===== config.mk =====
export PLATFORM = sky130hd
export DESIGN_NAME = mdio_arbiter_flat
export DESIGN_NICKNAME = d
export VERILOG_FILES = /design/src/rtl/mdio_arbiter_if.sv /design/src/rtl/mdio_arbiter.sv /design/src/flat_wrapper.sv
export SDC_FILE = /design/constraint.sdc
export NUM_CORES = 1
export LEC_CHECK = 0
export BUFFER_PORTS_ARGS = -buffer_cell sky130_fd_sc_hd__clkbuf_2
export CORE_ASPECT_RATIO = 0.9
export CORE_MARGIN = 5
export CORE_UTILIZATION = 25
export CTS_CLUSTER_DIAMETER = 80
export DETAILED_ROUTE_END_ITERATION = 10
export MAX_ROUTING_LAYER = met4
export SETUP_SLACK_MARGIN = 0.15
export SYNTH_ARGS = -nofsm -noshare
export SYNTH_HDL_FRONTEND = slang
export SYNTH_SLANG_ARGS = --single-unit
export TNS_END_PERCENT = 20

===== constraint.sdc =====
create_clock -name clk -period 4.1 [get_ports clk]
set_clock_uncertainty 0.2 [all_clocks]
set_input_delay 0.205 -clock clk [delete_from_list [all_inputs] [get_ports clk]]
set_output_delay 0.205 -clock clk [all_outputs]
set_load 0.1 [all_outputs]

===== src/rtl/mdio_arbiter_if.sv =====
// Bundle between management clients, the MDIO arbiter and the MDC/MDIO frame generator.
// The arbiter takes the slave modport; whatever drives requests and models the generator takes master.
interface mdio_arbiter_if #(
  parameter int N = 4
);
  logic [N-1:0]    req;
  logic [N-1:0]    req_wr;
  logic [5*N-1:0]  req_phy;
  logic [5*N-1:0]  req_reg;
  logic [16*N-1:0] req_wdata;
  logic [N-1:0]    gnt;
  logic [N-1:0]    done;
  logic [15:0]     rdata;
  logic            err;
  logic            busy;
  logic            gen_start;
  logic [31:0]     gen_tdata;
  logic [15:0]     gen_rd_data;
  logic            gen_data_rdy;

  modport slave (
    input  req, req_wr, req_phy, req_reg, req_wdata, gen_rd_data, gen_data_rdy,
    output gnt, done, rdata, err, busy, gen_start, gen_tdata
  );

  modport master (
    output req, req_wr, req_phy, req_reg, req_wdata, gen_rd_data, gen_data_rdy,
    input  gnt, done, rdata, err, busy, gen_start, gen_tdata
  );
endinterface


===== src/rtl/mdio_arbiter.sv =====
// Round-robin arbiter sharing one MDIO frame generator among N management clients.
// Handshake: a client holds req (and its fields) until its one-cycle gnt; done pulses once per granted frame.
module mdio_arbiter #(
  parameter int         N            = 4,
  parameter logic [1:0] OP_RD        = 2'b10,
  parameter logic [1:0] OP_WR        = 2'b01,
  parameter int         START_CLKS   = 4,
  parameter int         WR_CLKS      = 72,
  parameter int         TIMEOUT_CLKS = 96,
  parameter int         GAP_CLKS     = 8
) (
  input  logic              clk,
  input  logic              rst,
  mdio_arbiter_if.slave     bus_if,
  output logic [2:0]        state_o
);

  localparam int PW   = (N > 1) ? $clog2(N) : 1;
  localparam int CMAX = (TIMEOUT_CLKS > WR_CLKS) ? TIMEOUT_CLKS : WR_CLKS;
  localparam int CW   = $clog2(CMAX + 1) + 1;
  localparam logic [N-1:0] ONE = {{(N-1){1'b0}}, 1'b1};

  typedef enum logic [2:0] {
    S_IDLE  = 3'd0,
    S_GRANT = 3'd1,
    S_START = 3'd2,
    S_WAIT  = 3'd3,
    S_DONE  = 3'd4,
    S_GAP   = 3'd5
  } state_t;

  state_t          state_q;
  logic [PW-1:0]   ptr_q;
  logic [PW-1:0]   win_q;
  logic            wr_q;
  logic [CW-1:0]   cnt_q;
  logic [N-1:0]    gnt_q;
  logic [N-1:0]    done_q;
  logic            err_q;
  logic            busy_q;
  logic            gen_start_q;
  logic [31:0]     tdata_q;
  logic [15:0]     rdata_q;
  logic            rdy_prev_q;

  logic            win_found;
  logic [PW-1:0]   win_idx_d;
  logic            wr_d;
  logic [4:0]      phy_d;
  logic [4:0]      regad_d;
  logic [15:0]     wdata_d;
  logic [31:0]     frame_d;
  logic            rdy_rise;
  int              idx;

  // Scan ptr+1, ptr+2, ... modulo N so the last winner has lowest priority.
  always_comb begin
    win_found = 1'b0;
    win_idx_d = '0;
    idx       = 0;
    for (int k = 1; k <= N; k++) begin
      idx = (int'(ptr_q) + k) % N;
      if (!win_found && bus_if.req[PW'(idx)]) begin
        win_found = 1'b1;
        win_idx_d = PW'(idx);
      end
    end
  end

  always_comb begin
    phy_d   = '0;
    regad_d = '0;
    wdata_d = '0;
    for (int i = 0; i < N; i++) begin
      if (win_idx_d == PW'(i)) begin
        phy_d   = bus_if.req_phy[5*i +: 5];
        regad_d = bus_if.req_reg[5*i +: 5];
        wdata_d = bus_if.req_wdata[16*i +: 16];
      end
    end
    wr_d    = bus_if.req_wr[win_idx_d];
    frame_d = {2'b01, (wr_d ? OP_WR : OP_RD), phy_d, regad_d,
               (wr_d ? 2'b10 : 2'b00), (wr_d ? wdata_d : 16'h0000)};
  end

  assign rdy_rise = bus_if.gen_data_rdy && !rdy_prev_q;

  always_ff @(posedge clk) begin
    if (rst) begin
      state_q     <= S_IDLE;
      ptr_q       <= PW'(N - 1);
      win_q       <= '0;
      wr_q        <= 1'b0;
      cnt_q       <= '0;
      gnt_q       <= '0;
      done_q      <= '0;
      err_q       <= 1'b0;
      busy_q      <= 1'b0;
      gen_start_q <= 1'b0;
      tdata_q     <= '0;
      rdata_q     <= '0;
      rdy_prev_q  <= 1'b0;
    end else begin
      gnt_q      <= '0;
      done_q     <= '0;
      err_q      <= 1'b0;
      rdy_prev_q <= bus_if.gen_data_rdy;
      case (state_q)
        S_IDLE: begin
          if (win_found) begin
            gnt_q   <= ONE << win_idx_d;
            ptr_q   <= win_idx_d;
            win_q   <= win_idx_d;
            wr_q    <= wr_d;
            tdata_q <= frame_d;
            busy_q  <= 1'b1;
            state_q <= S_GRANT;
          end
        end
        // One cycle between grant and start keeps gen_start rising the cycle after gnt.
        S_GRANT: begin
          gen_start_q <= 1'b1;
          cnt_q       <= '0;
          state_q     <= S_START;
        end
        S_START: begin
          cnt_q <= cnt_q + 1'b1;
          if (cnt_q == CW'(START_CLKS - 1)) begin
            gen_start_q <= 1'b0;
            state_q     <= S_WAIT;
          end
        end
        S_WAIT: begin
          cnt_q <= cnt_q + 1'b1;
          if (wr_q) begin
            if (cnt_q == CW'(WR_CLKS - 1)) begin
              done_q  <= ONE << win_q;
              state_q <= S_DONE;
            end
          end else if (rdy_rise) begin
            rdata_q <= bus_if.gen_rd_data;
            done_q  <= ONE << win_q;
            state_q <= S_DONE;
          end else if (cnt_q == CW'(TIMEOUT_CLKS - 1)) begin
            rdata_q <= 16'hFFFF;
            err_q   <= 1'b1;
            done_q  <= ONE << win_q;
            state_q <= S_DONE;
          end
        end
        S_DONE: begin
          cnt_q   <= '0;
          state_q <= S_GAP;
        end
        S_GAP: begin
          cnt_q <= cnt_q + 1'b1;
          if (cnt_q == CW'(GAP_CLKS - 1)) begin
            busy_q  <= 1'b0;
            state_q <= S_IDLE;
          end
        end
        default: state_q <= S_IDLE;
      endcase
    end
  end

  assign bus_if.gnt       = gnt_q;
  assign bus_if.done      = done_q;
  assign bus_if.rdata     = rdata_q;
  assign bus_if.err       = err_q;
  assign bus_if.busy      = busy_q;
  assign bus_if.gen_start = gen_start_q;
  assign bus_if.gen_tdata = tdata_q;
  assign state_o          = state_q;

endmodule

===== src/flat_wrapper.sv =====
// flat-port wrapper written by rule: the top's interface ports become plain ports
module mdio_arbiter_flat 
#(
  parameter int         N            = 4,
  parameter logic [1:0] OP_RD        = 2'b10,
  parameter logic [1:0] OP_WR        = 2'b01,
  parameter int         START_CLKS   = 4,
  parameter int         WR_CLKS      = 72,
  parameter int         TIMEOUT_CLKS = 96,
  parameter int         GAP_CLKS     = 8
)
  (clk, rst, state_o, bus_if_req, bus_if_req_wr, bus_if_req_phy, bus_if_req_reg, bus_if_req_wdata, bus_if_gen_rd_data, bus_if_gen_data_rdy, bus_if_gnt, bus_if_done, bus_if_rdata, bus_if_err, bus_if_busy, bus_if_gen_start, bus_if_gen_tdata);
  mdio_arbiter_if #(.N(N)) bus_if_i ();
  input  logic clk;
  input  logic rst;
  output logic [2:0] state_o;
  input wire logic [$bits(bus_if_i.req)-1:0] bus_if_req;
  input wire logic [$bits(bus_if_i.req_wr)-1:0] bus_if_req_wr;
  input wire logic [$bits(bus_if_i.req_phy)-1:0] bus_if_req_phy;
  input wire logic [$bits(bus_if_i.req_reg)-1:0] bus_if_req_reg;
  input wire logic [$bits(bus_if_i.req_wdata)-1:0] bus_if_req_wdata;
  input wire logic [$bits(bus_if_i.gen_rd_data)-1:0] bus_if_gen_rd_data;
  input wire logic [$bits(bus_if_i.gen_data_rdy)-1:0] bus_if_gen_data_rdy;
  output wire logic [$bits(bus_if_i.gnt)-1:0] bus_if_gnt;
  output wire logic [$bits(bus_if_i.done)-1:0] bus_if_done;
  output wire logic [$bits(bus_if_i.rdata)-1:0] bus_if_rdata;
  output wire logic [$bits(bus_if_i.err)-1:0] bus_if_err;
  output wire logic [$bits(bus_if_i.busy)-1:0] bus_if_busy;
  output wire logic [$bits(bus_if_i.gen_start)-1:0] bus_if_gen_start;
  output wire logic [$bits(bus_if_i.gen_tdata)-1:0] bus_if_gen_tdata;
  assign bus_if_i.req = bus_if_req;
  assign bus_if_i.req_wr = bus_if_req_wr;
  assign bus_if_i.req_phy = bus_if_req_phy;
  assign bus_if_i.req_reg = bus_if_req_reg;
  assign bus_if_i.req_wdata = bus_if_req_wdata;
  assign bus_if_i.gen_rd_data = bus_if_gen_rd_data;
  assign bus_if_i.gen_data_rdy = bus_if_gen_data_rdy;
  assign bus_if_gnt = bus_if_i.gnt;
  assign bus_if_done = bus_if_i.done;
  assign bus_if_rdata = bus_if_i.rdata;
  assign bus_if_err = bus_if_i.err;
  assign bus_if_busy = bus_if_i.busy;
  assign bus_if_gen_start = bus_if_i.gen_start;
  assign bus_if_gen_tdata = bus_if_i.gen_tdata;
  mdio_arbiter #(.N(N), .OP_RD(OP_RD), .OP_WR(OP_WR), .START_CLKS(START_CLKS), .WR_CLKS(WR_CLKS), .TIMEOUT_CLKS(TIMEOUT_CLKS), .GAP_CLKS(GAP_CLKS)) u_core (.clk(clk), .rst(rst), .bus_if(bus_if_i), .state_o(state_o));
endmodule

=== Yosys cells after proc, flatten, opt, wreduce, memory -nomap -nowiden ===
Index checks and enable logic that the tools add are counted.

* Bits in registers: 75
* Bits of input ports: 131
* Word-level logic and storage cells: 128

* $add $sub $neg: 5
* Magnitude comparators: 5
* Eq/ne operators: 17
* Shift operators: 2
* Multiplexer cells: 58
* Bitwise gates (word level): 4
* Reductions and logical operators: 24

{| class="wikitable"
|+ Operators by type and width
! cell !! number
|-
| $mux W16 || 7
|-
| $mux W5 || 8
|-
| $mux W3 || 7
|-
| $pmux W3 S6 || 1
|-
| $mux W1 || 17
|-
| $eq A8 B7 Y1 const B || 2
|-
| $lt A2 B4 Y1 const B || 4
|-
| $mux W4 || 4
|-
| $pmux W8 S2 || 1
|-
| $mux W2 || 6
|-
| $bmux W1 S2 || 5
|-
| $add A8 B1 Y8 const B || 1
|-
| $eq A8 B2 Y1 const B || 1
|-
| $eq A8 B3 Y1 const B || 1
|-
| $reduce_bool A2 Y1 || 4
|-
| $shl A1 B2 Y4 const A || 2
|-
| $eq A3 B2 Y1 const B || 2
|-
| $eq A3 B3 Y1 const B || 2
|-
| $ne A2 B1 Y1 const B || 3
|-
| $reduce_and A3 Y1 || 2
|-
| $reduce_or A3 Y1 || 2
|-
| $reduce_and A5 Y1 || 1
|-
| $add A2 B1 Y2 const B || 2
|-
| $add A2 B2 Y2 const B || 2
|-
| 15 further kinds || 28
|}

=== Logic depth before layout (Yosys ltp) ===
Gate-level depths: netlist of the first run.

* Depth after elaboration: 20
* Gate-level depth with buffers: 7
* Mapped depth without buffers: 6

=== Worst setup path after synthesis of the first run ===
OpenSTA, ideal clock, no wires.

* Path type: reg-to-reg
* Start point: register u_core.state_q[2], in the netlist u_core.state_o[2]
* End point: register u_core.rdata_q[0], in the netlist u_core.bus_if.rdata[0]
* Setup time: 0.119 ns
* Data arrival time: 2.292 ns
* Required time: 3.781 ns
* Slack: 1.489 ns
* Stages on the path, launching flop included: 6
* Path buffers: 1
* Cell sequence: dfxtp_1 -> clkinv_1 -> nand3_1 -> nor3_2 -> buf_2 -> o221a_2

* Cells in the longest elaborated chain, start to end: 2

{| class="wikitable"
|+ RTL lines
! what !! RTL line !! text
|-
| start, declared || mdio_arbiter.sv:32 || <nowiki>state_t state_q;</nowiki>
|-
| start signal, assigned || mdio_arbiter.sv:90 || <nowiki>state_q <= S_IDLE;</nowiki>
|-
| start signal, assigned || mdio_arbiter.sv:117 || <nowiki>state_q <= S_GRANT;</nowiki>
|-
| start signal, assigned || mdio_arbiter.sv:124 || <nowiki>state_q <= S_START;</nowiki>
|-
| $eq A3 B2 Y1 || mdio_arbiter.sv:108 || <nowiki>case (state_q)</nowiki>
|-
| $reduce_and A3 Y1 (no line) || n/a ||
|-
| end signal, assigned || mdio_arbiter.sv:141 || <nowiki>rdata_q <= bus_if.gen_rd_data;</nowiki>
|-
| end, declared || mdio_arbiter.sv:43 || <nowiki>logic [15:0] rdata_q;</nowiki>
|}

Every way passes these cells.
A chain may end at the register's enable or synchronous reset.

=== Worst setup path after layout of the first run ===
* Start point: register u_core.state_q[2], in the netlist u_core.state_o[2]
* End point: register u_core.rdata_q[4], in the netlist u_core.bus_if.rdata[4]

Same word-level chain as after synthesis.

==> reports/metrics.yaml, run 1 <==
drive_above_1_share_pct: 38.7
hold_violations: 0
yosysTopAreaCellShare_pct: 34.9
port_buffers: 190
cts_setup_buffers: 0
cap_viol_max_count: 0
cp-endpoint: "u_core.bus_if.rdata[4]$_SDFFE_PP0P_"
leakagePower_nw: 2.53
rows: 44
fin_nets: 775
synth_flop_cell: "dfxtp_1"
fmaxAchievable_mhz: 370
synth-edff-count: 0
ctsResizeCount: 0
cts-root-buf: "clkbuf_16"
worstPathArrival_ns: 2.78
grt_pass1_wl_um: 22200
fp.dieW_um: 146
first_global_vias: 4267
avgSynthCellArea_um2: 8.85
hold_buffers: 17
drtAntennaViolNets: 0
clock_path_buffers: 2
start_util_pct: 25.5
clk_pin_slew_worst_paths_ns: 0.06
worst_pin_slew_ns: 1.16
finalCriticalPeriod_ns: 2.71
ioPinCount: 193
async_reset_ff_share_pct: 0
regToRegEndpoint: "u_core.bus_if.rdata[4]$_SDFFE_PP0P_"
antenna_found_initial: 0
slew_violations: 0
grt_setup_unrepaired: "false"
reg2reg_from: "u_core.state_o[2]$_SDFFE_PP0P_"
insertion_delay_ns: 0.33
vias_per_cell: 5.01
setup-tns-final_ns: 0
rrSetupSlack_ns: 1.39
critical_path_class: "reg2reg"
cp-start-kind: "flip-flop"
end_kind: "flip-flop"
ys_seq_elements: 72
synth_cells: 467
reg2reg_depth: 5
cts_buffers: 9
grt_max_degree: 35
routabilityCongestion: 0.805
place_inst: 822
startpoint: "u_core.state_o[2]$_SDFFE_PP0P_"
syn_area_mm2: 0.00414
crit_chain: "clkinv_1, nand3_1, nor2_1, nand2_1, o221a_2"
critPathRequiredTime_ns: 4.17
yosysTopAreaCell: "dfxtp_1"
synthTopCellsByArea: "dfxtp_1 35%, mux2i_1 12%, nand4_1 5.4%"
worstSetupPathDepth: 5
drt_first_pass_iters: 5
power_density_mw_per_mm2: 486
syn_to_final_growth_pct: 35.9
final_cell_count_no_fill: 855
yosysWarnings: 0
cts_tree: "done"
crit_fanout: 24
cts_sinks: 72
avgRoutedWirePerCell_um: 16.0
ys_seq_area_share_pct: 34.9
path_buf_inv: 1
max_stage_delay_ns: 0.92
relSlewSlack_pct: 22.7
grt_use_total_pct: 14.3
peakVddDrop_mv: 0.230
finalSetupViolCount: 0
hold_class: "in2reg"
dr_total_vias: 4287
diodes: 0
ys_types: 59
grt_overflow: 0
drt_wl_total_um: 13700
cts-htree-levels: 3
drtIter0Drc: 368
hpwl_um: 10100
status: "complete, no violations"
critPathTopFamily: "flip-flops"
slowest_stage: "dfxtp_1"
die_area_mm2: 0.0192
drcViolationCount: 0
die_h_um: 132
finalCritPeriodShare_pct: 66.0
core_mm2: 0.0162
## worst min path at each step
stage	startpoint	to	slack, ns	cells after the start
after CTS	bus_if_req_wdata[45]	u_core.bus_if.gen_tdata[13]$_SDFFE_PP0N_	0.03	4
after global placement	bus_if_gen_data_rdy	u_core.rdy_prev_q$_SDFF_PP0_	0.23	2
after detailed placement	bus_if_gen_data_rdy	u_core.rdy_prev_q$_SDFF_PP0_	0.24	2
final	bus_if_req_wdata[45]	u_core.bus_if.gen_tdata[13]$_SDFFE_PP0N_	0.05	4
after floorplan	bus_if_gen_data_rdy	u_core.rdy_prev_q$_SDFF_PP0_	0.13	1
after global routing	bus_if_req_wdata[45]	u_core.bus_if.gen_tdata[13]$_SDFFE_PP0N_	0.07	4
## tightest hold or removal path: cells and delay by family
family | cells | cell delay (ns)
buffers and inverters | 1 | 0.08
AO/OA/AOI/OAI | 1 | 0.07
AND/OR/NAND/NOR | 1 | 0.05
multiplexers | 1 | 0.13
## routing by layer
layer  wire [µm]  share of wire, %  GRT usage [%]  vias up
li1            -                 -              -     2101
met1        6250                46           18.3     1959
met2        6240                46           22.1      209
met3        1000               7.3           3.99       18
met4         219               1.6           4.35        0
met5           0                 0              -        -
## power by group
group	switching (mW)	leakage [nW]	total (mW)	internal, mW
clock network	0.297	0.148	0.799	0.502
logic	0.802	1.79	1.09	0.285
registers	0.0697	0.588	0.844	0.774
## flip-flops by register name (all words and copies together) (netlist names)
signal                   cells
u_core.bus_if.rdata         16
u_core.bus_if.gen_tdata     29
u_core.rdy_prev_q            1
u_core.ptr_q                 2
u_core.state_o               3
u_core.bus_if.gen_start      1
u_core.win_q                 2
u_core.bus_if.busy           1
u_core.bus_if.err            1
u_core.bus_if.done           4
u_core.cnt_q                 8
u_core.bus_if.gnt            4
## layout by cell type (no fill, tap or decap), types with 4 or more instances in the layout
cell type,n
a221o_1,14
nand4_1,36
clkbuf_16,9
mux2i_1,50
mux2_2,12
nor3_1,9
nand3_1,17
o21ai_0,14
buf_4,5
clkbuf_2,190
o221a_2,16
inv_1,7
nor2_1,21
dfxtp_1,72
nand2_1,55
a21oi_1,16
dlygate4sd3_1,17
o21ai_1,11
a31oi_1,4
nor2b_1,12
## stage by stage
stage	hold slack [ns]	instance area, µm²	util, %	total power, mW	setup WS (ns)
after CTS	0.0326	5620	34.7	2.76	1.42
after global routing	0.0667	5620	34.7	2.86	1.22
after floorplan	0.133	4140	-	1.73	1.49
after detailed placement	0.240	5140	31.8	1.94	1.46
after global placement	0.230	5140	31.8	1.93	1.47
final	0.0476	5620	34.7	2.73	1.39
## cells in the mapped netlist, drive strengths merged, types with 7 or more instances
| cell | n |
|---|---|
| dfxtp | 72 |
| nand2 | 55 |
| mux2i | 50 |
| nand4 | 36 |
| buf | 33 |
| o21ai | 25 |
| nor2 | 23 |
| nand3 | 17 |
| o221a | 17 |
| a21oi | 16 |
| clkbuf | 16 |
| a221o | 14 |
| mux2 | 14 |
| nor2b | 12 |
| nor3 | 10 |
| inv | 7 |
## area by class of cell
class,count,area (µm²)
inverter,8,30.0
multi-input combinational,339,2400
fill,1660,10600
sequential,72,1440
tap,207,259
timing repair buffer,213,1180
clock inverter,5,55.1
clock buffer,11,253
## cells by family after synthesis
group | count (synthesis) | share of synthesized area, %
DFF | 72 | 34.9
muxes | 64 | 15.9
adders and majority gates | 1 | 0.303
other | 1 | 0.0907
AOI/OAI and AO/OA | 98 | 18.5
buffers and inverters | 57 | 7.53
and+or+nand+nor | 174 | 22.8
(Power assumes the default switching activity.)
==> run 2, diff against run 1 <==
==> constraint.sdc (replaced) <==
create_clock -name clk -period 2.3 [get_ports clk]
set_clock_uncertainty 0.2 [all_clocks]
set_input_delay 0.115 -clock clk [delete_from_list [all_inputs] [get_ports clk]]
set_output_delay 0.115 -clock clk [all_outputs]
set_load 0.1 [all_outputs]
==> run 2 against run 1 <==
Net effect: fmax grew 32%; critical path type unchanged; register-to-register slack lost 1.1 ns; largest power group unchanged; wire length grew 7.3%; critical endpoint is now u_core.bus_if.gen_tdata[15]$_SDFFE_PP0N_; hold slack lost 0.041 ns; first-iteration DRC count shrank 21%; die area is the same.
==> reports/metrics.yaml, run 2 (synthesized netlist as in run 1, its figures left out) <==
placed_area_mm2: 0.00534
status: "complete, no violations"
insertion_delay_ns: 0.34
startpoint: "u_core.state_o[2]$_SDFFE_PP0P_"
cts-root-buf: "clkbuf_16"
drtAntennaViolNets: 0
multi_input_area_mm2: 0.00242
grt_overflow: 0
worst_pin_slew_ns: 0.714
drtIter0Drc: 290
largest_register_ffs: 29
antenna_found_initial: 2
dr_total_vias: 4547
syn_to_final_growth_pct: 50.7
finalCriticalPeriod_ns: 2.05
hold_class: "in2reg"
grt_setup_unrepaired: "true"
leakagePower_nw: 2.82
cp-start-kind: "flip-flop"
worstPathArrival_ns: 2.13
clk_pin_slew_worst_paths_ns: 0.06
clock_path_buffers: 2
drt_wl_total_um: 14700
final.fill_count: 1669
slew_violations: 0
end_kind: "flip-flop"
routabilityCongestion: 0.827
relSlewSlack_pct: 52.3
port_buffers: 190
final_common_cell: "clkbuf_2"
peakVddDrop_mv: 0.545
fp.dieW_um: 146
cts_tree: "done"
cts_sinks: 72
finalCritPeriodShare_pct: 89.3
first_global_vias: 4616
rows: 44
regToRegEndpoint: "u_core.bus_if.gen_tdata[15]$_SDFFE_PP0N_"
hold_violations: 0
critPathRequiredTime_ns: 2.38
grt_max_degree: 40
cts-htree-levels: 3
cap_viol_max_count: 0
cts_buffers: 9
critical_path_class: "reg2reg"
drt_first_pass_iters: 4
max_stage_delay_ns: 0.57
drive_above_1_share_pct: 39.4
finalSetupViolCount: 0
start_util_pct: 25.5
reg2reg_from: "u_core.state_o[2]$_SDFFE_PP0P_"
place_inst: 841
crit_chain: "nor4_4, nand2_1, nor2_2, a221o_1"
drcViolationCount: 0
core_mm2: 0.0162
grt_pass1_wl_um: 23900
avgRoutedWirePerCell_um: 16.1
die_area_mm2: 0.0192
power_density_mw_per_mm2: 824
ioPinCount: 193
cp-endpoint: "u_core.bus_if.gen_tdata[15]$_SDFFE_PP0N_"
seq_area_mm2: 0.00145
setup-tns-final_ns: 0
grt_use_total_pct: 15.6
reg2reg_depth: 4
vias_per_cell: 4.98
die_h_um: 132
final_cell_mix: "190 x clkbuf_2, 68 x dfxtp_1, 55 x nand2_1"
fin_nets: 830
total_power_mw: 5.13
rrSetupSlack_ns: 0.25
crit_fanout: 14
final_cell_count_no_fill: 913
stdcell_area_mm2: 0.00623
hpwl_um: 10200
fmaxAchievable_mhz: 487
slowest_stage: "nor2_2"
[run 2: area by class of cell]
cell class,instances,area share [%]
multi-input cells,339,38.8
repair buffers,268,28.0
flip-flops and latches,72,23.2
well taps,207,4.16
clock buffers,10,3.84
clock inverters,6,1.45
inverters,8,0.482
diodes,3,0.120
[run 2: stage by stage]
| step | hold WS, ns | worst slack, ns | util, % |
|---|---|---|---|
| floorplan | 0.0432 | 0.151 | - |
| global placement | 0.138 | 0.0485 | 33.0 |
| detailed placement | 0.149 | 0.0360 | 33.0 |
| CTS | 0.000269 | 0.234 | 38.3 |
| global route | 0.0161 | 0.137 | 38.5 |
| finish | 0.00707 | 0.245 | 38.5 |
[run 2: per-layer routing]
layer | track usage, % | wire, µm | vias up
met1 | 19.3 | 6630 | 2061
met2 | 23.4 | 6470 | 226
met5 | - | 0 | -
li1 | - | - | 2223
met3 | 4.26 | 1110 | 37
met4 | 7.77 | 502 | 0
[run 2: where the power goes]
| part | switching (mW) | internal [mW] | total [mW] |
|---|---|---|---|
| combinational | 1.48 | 0.608 | 2.09 |
| clock | 0.571 | 0.983 | 1.55 |
| sequential | 0.109 | 1.38 | 1.49 |
| total | 2.16 | 2.97 | 5.13 |
[run 2: repair_timing]
item,in CTS,in global routing
hold buffers,52,0
pin swaps,0,1
hold endpoints to repair,36,0
resized for setup,1,3
buffers inserted,0,1
endpoints found under the setup margin,16,23
[run 2: critical path, delay by kind of cell (launching register included)]
kind | cells | cell delay, ns
AO/OA/AOI/OAI | 1 | 0.27
flip-flops | 1 | 0.43
AND/OR/NAND/NOR | 3 | 1.08
[run 2: worst min-delay path by stage]
stage	start	endpoint	slack (ns)	cells after the start
2_1_floorplan	bus_if_gen_data_rdy	u_core.rdy_prev_q$_SDFF_PP0_	0.04	1
3_3_place_gp	bus_if_gen_data_rdy	u_core.rdy_prev_q$_SDFF_PP0_	0.14	2
3_5_place_dp	bus_if_gen_data_rdy	u_core.rdy_prev_q$_SDFF_PP0_	0.15	2
4_1_cts	bus_if_req_wdata[39]	u_core.bus_if.gen_tdata[7]$_SDFFE_PP0N_	0.0003	4
5_1_grt	bus_if_req_reg[19]	u_core.bus_if.gen_tdata[22]$_SDFFE_PP0N_	0.02	4
6_report	bus_if_req_wdata[38]	u_core.bus_if.gen_tdata[6]$_SDFFE_PP0N_	0.007	4
